File: src/rtl/spi_byte_master.sv
// spi_byte_master: byte-wide SPI master, mode 0 (CPOL=0, CPHA=0), MSB first.
// One request shifts din out on pin_mosi and captures one byte from pin_miso into dout.
// Chip-select is handled outside this block.
//
// state | meaning
// ------+-----------------------------------------------------------
// IDLE  | no transfer; SCLK low; waiting for wr
// LOW   | SCLK low phase; MOSI bit is set up, MISO sampled at phase end
// HIGH  | SCLK high phase; shift to next bit or finish at phase end
module spi_byte_master #(
    parameter int CLK_DIV = 2
) (
    input  logic       clk,
    input  logic       rst_n,
    input  logic       wr,
    input  logic [7:0] din,
    output logic       busy,
    output logic [7:0] dout,
    output logic       pin_sclk,
    output logic       pin_mosi,
    input  logic       pin_miso
);

    localparam int DIV_W = $clog2(CLK_DIV) + 1;
    localparam logic [DIV_W-1:0] DIV_LAST = DIV_W'(CLK_DIV - 1);

    typedef enum logic [1:0] {
        IDLE = 2'd0,
        LOW  = 2'd1,
        HIGH = 2'd2
    } state_t;

    state_t           state, state_nxt;
    logic [DIV_W-1:0] div_cnt, div_cnt_nxt;
    logic [2:0]       bit_cnt, bit_cnt_nxt;
    // Only the bits still to be sent after the one on pin_mosi are kept.
    logic [6:0]       tx_sr, tx_sr_nxt;
    logic [7:0]       rx_sr, rx_sr_nxt;
    logic             busy_nxt;
    logic [7:0]       dout_nxt;
    logic             sclk_nxt;
    logic             mosi_nxt;
    logic             phase_end;

    assign phase_end = (div_cnt == DIV_LAST);

    // State and all datapath/output registers; reset discards any partial byte.
    always_ff @(posedge clk or negedge rst_n) begin
        if (!rst_n) begin
            state    <= IDLE;
            div_cnt  <= '0;
            bit_cnt  <= '0;
            tx_sr    <= '0;
            rx_sr    <= '0;
            busy     <= 1'b0;
            dout     <= 8'h00;
            pin_sclk <= 1'b0;
            pin_mosi <= 1'b0;
        end else begin
            state    <= state_nxt;
            div_cnt  <= div_cnt_nxt;
            bit_cnt  <= bit_cnt_nxt;
            tx_sr    <= tx_sr_nxt;
            rx_sr    <= rx_sr_nxt;
            busy     <= busy_nxt;
            dout     <= dout_nxt;
            pin_sclk <= sclk_nxt;
            pin_mosi <= mosi_nxt;
        end
    end

    // Next-state: each SCLK phase lasts CLK_DIV cycles; the 8th high phase returns to IDLE.
    always_comb begin
        state_nxt = state;
        case (state)
            IDLE: if (wr) state_nxt = LOW;
            LOW:  if (phase_end) state_nxt = HIGH;
            HIGH: begin
                if (phase_end) begin
                    state_nxt = (bit_cnt == 3'd7) ? IDLE : LOW;
                end
            end
            default: state_nxt = IDLE;
        endcase
    end

    // Next values of the registered outputs and shift/counter registers.
    always_comb begin
        div_cnt_nxt = div_cnt;
        bit_cnt_nxt = bit_cnt;
        tx_sr_nxt   = tx_sr;
        rx_sr_nxt   = rx_sr;
        busy_nxt    = busy;
        dout_nxt    = dout;
        sclk_nxt    = pin_sclk;
        mosi_nxt    = pin_mosi;
        case (state)
            IDLE: begin
                if (wr) begin
                    busy_nxt    = 1'b1;
                    tx_sr_nxt   = din[6:0];
                    mosi_nxt    = din[7];
                    bit_cnt_nxt = 3'd0;
                    div_cnt_nxt = '0;
                end
            end
            LOW: begin
                if (phase_end) begin
                    div_cnt_nxt = '0;
                    sclk_nxt    = 1'b1;
                    rx_sr_nxt   = {rx_sr[6:0], pin_miso};
                end else begin
                    div_cnt_nxt = div_cnt + 1'b1;
                end
            end
            HIGH: begin
                if (phase_end) begin
                    div_cnt_nxt = '0;
                    sclk_nxt    = 1'b0;
                    if (bit_cnt != 3'd7) begin
                        bit_cnt_nxt = bit_cnt + 3'd1;
                        mosi_nxt    = tx_sr[6];
                        tx_sr_nxt   = {tx_sr[5:0], 1'b0};
                    end else begin
                        // pin_mosi keeps bit 0 until the next request.
                        dout_nxt = rx_sr;
                        busy_nxt = 1'b0;
                    end
                end else begin
                    div_cnt_nxt = div_cnt + 1'b1;
                end
            end
            default: begin
                div_cnt_nxt = '0;
            end
        endcase
    end

endmodule
File: config.mk
export PLATFORM = sky130hd
export DESIGN_NAME = spi_byte_master
export DESIGN_NICKNAME = d
export VERILOG_FILES = /design/src/rtl/spi_byte_master.sv
export SDC_FILE = /design/constraint.sdc
export NUM_CORES = 1
export LEC_CHECK = 0
export CORE_AREA = 3 3 45 88
export DETAILED_ROUTE_END_ITERATION = 8
export DIE_AREA = 0 0 48 91
export PLACE_DENSITY = 0.82
export RECOVER_POWER = 25
export SKIP_CTS_REPAIR_TIMING = 1
export SLEW_MARGIN = 20
export SYNTH_ARGS = -nofsm -noshare
export SYNTH_HDL_FRONTEND = slang
export SYNTH_SLANG_ARGS = --single-unit
File: constraint.sdc
create_clock -name clk -period 1.8 [get_ports clk]
set_clock_uncertainty 0.05 [all_clocks]
set_input_delay 0.36 -clock clk [delete_from_list [all_inputs] [get_ports clk]]
set_output_delay 0.36 -clock clk [all_outputs]
set_load 0.03 [all_outputs]
# --- Word level (Yosys, flattened, before mapping) ---
# Cells that the tools add are included.
word_totals:
  ff_bits: 33
classes:
  n_reduce_logical: 10
  n_addsub: 2
  n_bitwise: 1
  eq_ne: 10
  mux: 27
op_table:
  columns: ["operator", "count"]
  rows:
  - ["2-to-1 mux 7 bit", 3]
  - ["one-hot mux 7 bit (2 select lines)", 1]
  - ["2-to-1 mux 2 bit", 5]
  - ["!= test 2 bit (second input constant)", 5]
  - ["2-to-1 mux 1 bit", 9]
  - ["2-to-1 mux 3 bit", 3]
  - ["AND reduction 3 bit", 3]
  - ["AND reduction 4 bit", 2]
  - ["one-hot mux 1 bit (2 select lines)", 3]
  - ["one-hot mux 2 bit (3 select lines)", 1]
  - ["one-hot mux 3 bit (2 select lines)", 1]
  - ["== test 2 x 1 -> 1 bit (second input constant)", 2]
  - ["one-hot mux 2 bit (2 select lines)", 1]
  - ["nonzero test 2 bit", 2]
  - ["adder 3 x 1 -> 3 bit (second input constant)", 1]
  - ["== test 3 bit (second input constant)", 1]
  - ["!= test 3 bit (second input constant)", 1]
  - ["adder 2 x 1 -> 2 bit (second input constant)", 1]
  - ["== test 2 bit (second input constant)", 1]
  - ["zero test 2 bit", 1]
  - ["AND reduction 2 bit", 1]
  - ["OR reduction 2 bit", 1]
  - ["NOT 1 bit", 1]

# --- Depth between registers and ports, before layout ---
# Gate-level depths: netlist of run 1.
logic_depth:
  word_depth: 4
  depth_mapped: 7

# --- Worst setup path before layout of run 1 ---
# Ideal clock, no wire load.
synth_timing:
  path_type: "reg2reg"
  startpoint: "register bit_cnt[0]"
  endpoint: "register pin_mosi"
  path_slack_ns: -0.085
  n_path_buf: 2
  arrival_ns: 1.710
  synth_period_minus_slack_ns: 1.885
  setup_time_ns: 0.125
  path_stages_with_launch: 8
  cell_sequence: "dfrtp_1 ha_1 ha_1 and4bb_1 buf_6 o21a_1 buf_6 mux2_4"
synth_via:
  elab_chain_len: 3
synth_rtl:
  columns: ["element", "line", "rtl"]
  rows:
  - ["from (decl)", "35", "logic [2:0] bit_cnt, bit_cnt_nxt;"]
  - ["from (signal assigned)", "62", "bit_cnt <= bit_cnt_nxt;"]
  - ["!= test 3 bit", "120", "if (bit_cnt != 3'd7) begin"]
  - ["!= test 2 bit (no line)", null, null]
  - ["AND reduction 4 bit (no line)", null, null]
  - ["to (signal assigned)", "68", "pin_mosi <= mosi_nxt;"]
  - ["to (decl)", "20", "output logic pin_mosi,"]
# No other way between the ends.
# A chain may end at the register's enable or synchronous reset.

# --- Worst setup path in the final report of run 1 ---
layout_timing:
  startpoint: "register bit_cnt[0]"
  endpoint: "register tx_sr[5]"
layout_via:
  elab_chain_len: 3
layout_rtl:
  columns: ["element", "line", "rtl"]
  rows:
  - ["!= test 3 bit", "120", null]
  - ["!= test 2 bit (no line)", null, null]
  - ["AND reduction 4 bit (no line)", null, null]
  - ["to (signal assigned)", "63", "tx_sr <= tx_sr_nxt;"]
  - ["to (decl)", "37", "logic [6:0] tx_sr, tx_sr_nxt;"]
# No other way between the ends.

==> flow_summary.toml, run 1 <==
[die]
initial_core_util_pct = 46.8
die_w_um = 48
die-area_um2 = 4370
io_pins = 23
num_rows = 30
core_area_um2 = 3380
fp.dieH_um = 91

[timing]
setup_ws_ps = -41.2
finalMaxSlewViolations = 0
relSlewSlack_pct = 46.3
period_needed_ps = 1840
setup_viol = 7
rsz0062_at_grt = "true"
worst_pin_slew_ps = 805
min_period_over_period_pct = 102
fmax_ghz = 0.543
hold_viol = 0

[layout]
area_delta_synth_final_pct = 29.5
fin_area_um2 = 2050
mostFrequentLayoutCell = "dfrtp_1"
fin_nets = 174
mostFrequentLayoutCells = "33 x dfrtp_1, 25 x mux2_2, 20 x clkdlybuf4s50_1"
drive_gt1_share_pct = 38.1
diodes = 0

[global_routing]
grt_overflow = 0
grt_pass1_wl_um = 5040
grt_start_max_net_pins = 34
antenna_found_initial = 0
grt_use_total_pct = 16.3
grt_pass1_vias = 1180

[worst_setup_path]
worstSetupStartpointType = "register"
cp.arrival_ps = 1960
cp-end-kind = "register"
crit_fanout = 7
path_class = "register to register"
cp.required_ps = 1920

[synth]
synth_area_um2 = 1580
yosysSeqAreaShare_pct = 52.3
synth_top_cell_area_share_pct = 52.3
synth_cells = 116
yosys.area.top_type = "dfrtp_1"
synth_warnings = 0
synth.distinct_cells = 23
postSynthAreaPerCell_um2 = 13.6
synth_area_leaders = "dfrtp_1 52%, mux2_2 18%, mux2_4 6.7%, ha_1 6.3%, o21ai_0 1.9%"
yosys_register_bits = 33
synth_nets = 136

[cts]
worstSkewPairLatency_ps = 280
cts_tree = "done"
clockBufferDepth = 2
clk_pin_slew_ps = 60
cts.sinks = 33
root_buffer = "clkbuf_8"
cts_buffers = 5
htreeDepth = 2

[place]
place.port_buffers = 22
gp_congestion = 0.807
dpl_cell_area_um2 = 1910
dp_slack_ps = -5.59
hpwl_um = 2200

[power_and_ir_drop]
power_mw = 3.15
p_leak_nw = 0.991
peakVddDrop_mv = 0.875
power_density_nw_per_um2 = 1540

[route]
first_pass_iters = 4
drc = 0
routed_wl_um = 3000
num_vias = 1026
drt_iter0_drc = 10
routed_via_density = 5.49
ant_nets = 0
wl_per_cell_um = 16.0

[hold_path]
hold_class = "register to register"

[run]
drv_cap = 0

[outcome]
violations = "setup timing"
status = "complete, but fails checks"
[flip-flops by register name, indices dropped and copies added (netlist names)]
signal	count
dout	8
bit_cnt	3
tx_sr	7
state	2
rx_sr	8
busy	1
pin_sclk	1
pin_mosi	1
div_cnt	2
[critical path, cell delays in order (launching register included)]
cell      delay, ps
dfrtp_1         410
ha_4            190
ha_4            150
and4bb_1        280
o21a_1          200
buf_12          150
mux2_4          290
[logic make-up after synthesis]
group	Yosys count	synth area share, %
compound gates	17	6.89
mux	33	25.1
simple gates	17	6.49
flops	33	52.3
buf+inv	8	2.93
fa+ha+maj	8	6.33
[cell usage after synthesis]
| cell | count |
|---|---|
| o21ai_0 | 6 |
| nor2b_1 | 2 |
| and2b_1 | 2 |
| nand4b_2 | 1 |
| inv_1 | 5 |
| nor2_1 | 4 |
| and4bb_1 | 1 |
| o211a_1 | 1 |
| mux2_4 | 7 |
| mux2_2 | 25 |
| ha_1 | 8 |
| buf_2 | 1 |
| o221a_2 | 2 |
| buf_6 | 2 |
| nand3_1 | 1 |
| mux2i_1 | 1 |
| a21oi_1 | 5 |
| o21a_1 | 1 |
| a21boi_0 | 1 |
| nand2b_1 | 2 |
| dfrtp_1 | 33 |
| nand2_1 | 4 |
| o22ai_1 | 1 |
[area by class of cell]
class / count / area [um^2]
fillers: 276 / 1330
flip-flops and latches: 33 / 826
multi-input cells: 75 / 738
repair buffers: 34 / 323
clock buffers: 7 / 96.3
well taps: 32 / 40.0
inverters: 5 / 18.8
clock inverters: 1 / 5.00
[layer usage]
layer / GRT usage (%) / up-vias / share of wire (%)
met1: 16.3 / 510 / 36
li1: - / 483 / -
met3: 5.95 / 10 / 5.2
met2: 27.0 / 23 / 56
met4: 8.54 / 0 / 2.8
met5: 0 / - / 0
[metrics by stage]
stage | util, % | setup TNS (ps) | hold WS [ps] | std cells
4_1_cts | 59.4 | -127 | 432 | 185
6_report | 60.6 | -259 | 461 | 187
3_3_place_gp | 56.4 | 0 | 434 | 177
2_1_floorplan | - | 0 | 14.4 | 116
5_1_grt | 60.6 | -698 | 486 | 187
3_5_place_dp | 56.4 | -12.8 | 445 | 177
[power by group]
group          internal, mW  switching [mW]  total (mW)
clock network         0.345           0.251       0.596
registers              1.00           0.181        1.18
logic                 0.806           0.565        1.37
[final timing paths]
path,startpoint,endpoint,slack (ps),depth (start not counted)
max reg2reg,bit_cnt[0]$_DFFE_PN0P_,tx_sr[5]$_DFFE_PN0P_,-40,6
max,bit_cnt[0]$_DFFE_PN0P_,tx_sr[5]$_DFFE_PN0P_,-40,6
min in group asynchronous,rst_n,div_cnt[0]$_DFFE_PN0P_,640,2
min,dout[0]$_DFFE_PN0P_,dout[0]$_DFFE_PN0P_,460,1
min reg2reg,dout[0]$_DFFE_PN0P_,dout[0]$_DFFE_PN0P_,460,1
max in group asynchronous,rst_n,dout[3]$_DFFE_PN0P_,540,2
Power figures use the tool's default switching activity.
==> inputs of run 2 (changes only) <==
Settings changed: CTS_CLUSTER_SIZE set to 28, GPL_ROUTABILITY_DRIVEN set to 1.
==> results of run 2 <==
No change in the layout: final DEF, timing and power equal those of run 1.
==> inputs of run 3 (changes only) <==
==> constraint.sdc (replaced) <==
create_clock -name clk -period 1.8 [get_ports clk]
set_clock_uncertainty 0.05 [all_clocks]
set_input_delay 0.27 -clock clk [delete_from_list [all_inputs] [get_ports clk]]
set_output_delay 0.27 -clock clk [all_outputs]
set_load 0.03 [all_outputs]
==> flow_summary.toml, run 3 (synthesis results as in run 1) <==
[outcome]
status = "complete, no violations"

[worst_setup_path]
worstSetupStartpointType = "register"
critPathBufInv = 1
crit_chain = "ha_2 > ha_4 > and4bb_1 > o21a_1 > buf_12 > mux2_4"
crit_fanout = 7
reg2reg_depth = 6
worstSetupPathDepth = 6
cp-end-kind = "register"
cp_top_family = "flip-flops"
path_class = "register to register"
cp.arrival_ps = 1900
critPathSlowestCell = "dfrtp_1"
slowest_delay_ps = 380
cp.required_ps = 1910

[die]
die-area_um2 = 4370
initial_core_util_pct = 46.8
fp.dieH_um = 91
core_area_um2 = 3380
num_rows = 30
die_w_um = 48
io_pins = 23

[power_and_ir_drop]
peakVddDrop_mv = 0.878
p_leak_nw = 0.985
power_density_nw_per_um2 = 1580

[timing]
setup_viol = 0
period_needed_ps = 1780
hold_viol = 0
fin_tns_setup_ps = 0
relSlewSlack_pct = 46.2
rsz0062_at_grt = "true"
min_period_over_period_pct = 99.0
finalMaxSlewViolations = 0
worst_pin_slew_ps = 807
holdWs_ps = 458
fmax_ghz = 0.561

[layout]
mostFrequentLayoutCell = "dfrtp_1"
drive_gt1_share_pct = 35.9
filler_cell_count = 264
area_delta_synth_final_pct = 28.6
fin_nets = 172
mostFrequentLayoutCells = "33 x dfrtp_1, 25 x mux2_2, 21 x clkdlybuf4s50_1"
diodes = 0
reg_top3 = "dout: 8 flops, rx_sr: 8 flops, tx_sr: 7 flops"
multi_input_area_um2 = 726
ff_latch_area_um2 = 826

[route]
first_pass_iters = 4
drt_iter0_drc = 16
drc = 0
wl_per_cell_um = 16.2
routed_wl_um = 3000
routed_via_density = 5.51
ant_nets = 0
num_vias = 1019

[place]
place.port_buffers = 22
gp_congestion = 0.852
hpwl_um = 2100

[global_routing]
grtUsageMet3_pct = 4.76
use_met1_pct = 17.5
grt_pass1_vias = 1060
grt.busiest_layer = "met2"
grt_start_max_net_pins = 34
met2_usage_pct = 25.0
grt_pass1_wl_um = 4840
antenna_found_initial = 0
grt_use_total_pct = 15.8
grt_overflow = 0

[hold_path]
min_delay_path_depth = 1
hold_class = "register to register"

[cts]
worstSkewPairLatency_ps = 280
root_buffer = "clkbuf_8"
cts_buffers = 5
clockBufferDepth = 2
htreeDepth = 2
cts_tree = "done"
cts.sinks = 33
clk_pin_slew_ps = 70

[run]
drv_cap = 0
-- run 3: changes by cell type in the layout (fill, tap and decap cells not counted), sizes merged --
cell	change
buf	-2
clkinv	-1
clkdlybuf4s50	+1
bufinv	+1
dlymetal6s2s	-1
-- run 3: worst register-to-register path, stage by stage, from the launching register on --
cell	delay, ps
dfrtp_1	380
ha_2	210
ha_4	160
and4bb_1	260
o21a_1	160
buf_12	140
mux2_4	300
-- run 3: final cells by class --
class	instances	share of cell area, %
sequential	33	40.6
multi-input combinational	75	35.7
timing repair buffer	32	15.0
clock buffer	7	4.25
tap	32	1.97
clock inverter	1	1.48
inverter	5	0.924
-- run 3: path summary, 6_finish.rpt --
| check | from | to | slack, ps |
|---|---|---|---|
| worst min-delay path | tx_sr[5]$_DFFE_PN0P_ | tx_sr[5]$_DFFE_PN0P_ | 460 |
| worst max-delay path | bit_cnt[1]$_DFFE_PN0P_ | tx_sr[6]$_DFFE_PN0P_ | 20 |
| worst min register to register | tx_sr[5]$_DFFE_PN0P_ | tx_sr[5]$_DFFE_PN0P_ | 460 |
| max in group asynchronous | rst_n | rx_sr[7]$_DFFE_PN0P_ | 630 |
| worst max register to register | bit_cnt[1]$_DFFE_PN0P_ | tx_sr[6]$_DFFE_PN0P_ | 20 |
| min in group asynchronous | rst_n | bit_cnt[2]$_DFFE_PN0P_ | 550 |
-- run 3: through the flow --
| stage | instances | setup slack, ps | cell area, um^2 | power (mW) | utilization, % |
|---|---|---|---|---|---|
| 4_1_cts | 185 | 13.3 | 2020 | 3.23 | 59.9 |
| 3_3_place_gp | 177 | 53.2 | 1910 | 2.44 | 56.4 |
| 6_report | 185 | 17.8 | 2030 | 3.21 | 60.1 |
| 2_1_floorplan | 116 | 0.263 | 1590 | 2.10 | - |
| 5_1_grt | 185 | -44.8 | 2030 | 3.42 | 60.1 |
| 3_5_place_dp | 177 | 28.6 | 1910 | 2.50 | 56.4 |
-- run 3: where the power goes --
part | switching, mW | internal, mW | total [mW]
sequential | 0.176 | 1.00 | 1.18
combinational | 0.552 | 0.781 | 1.33
clock | 0.251 | 0.451 | 0.702
-- run 3: layer usage --
metal	part of all wire [%]	wire length (um)
met5	0	0
met3	4.6	137
met4	2.6	79
met2	55	1650
met1	38	1130
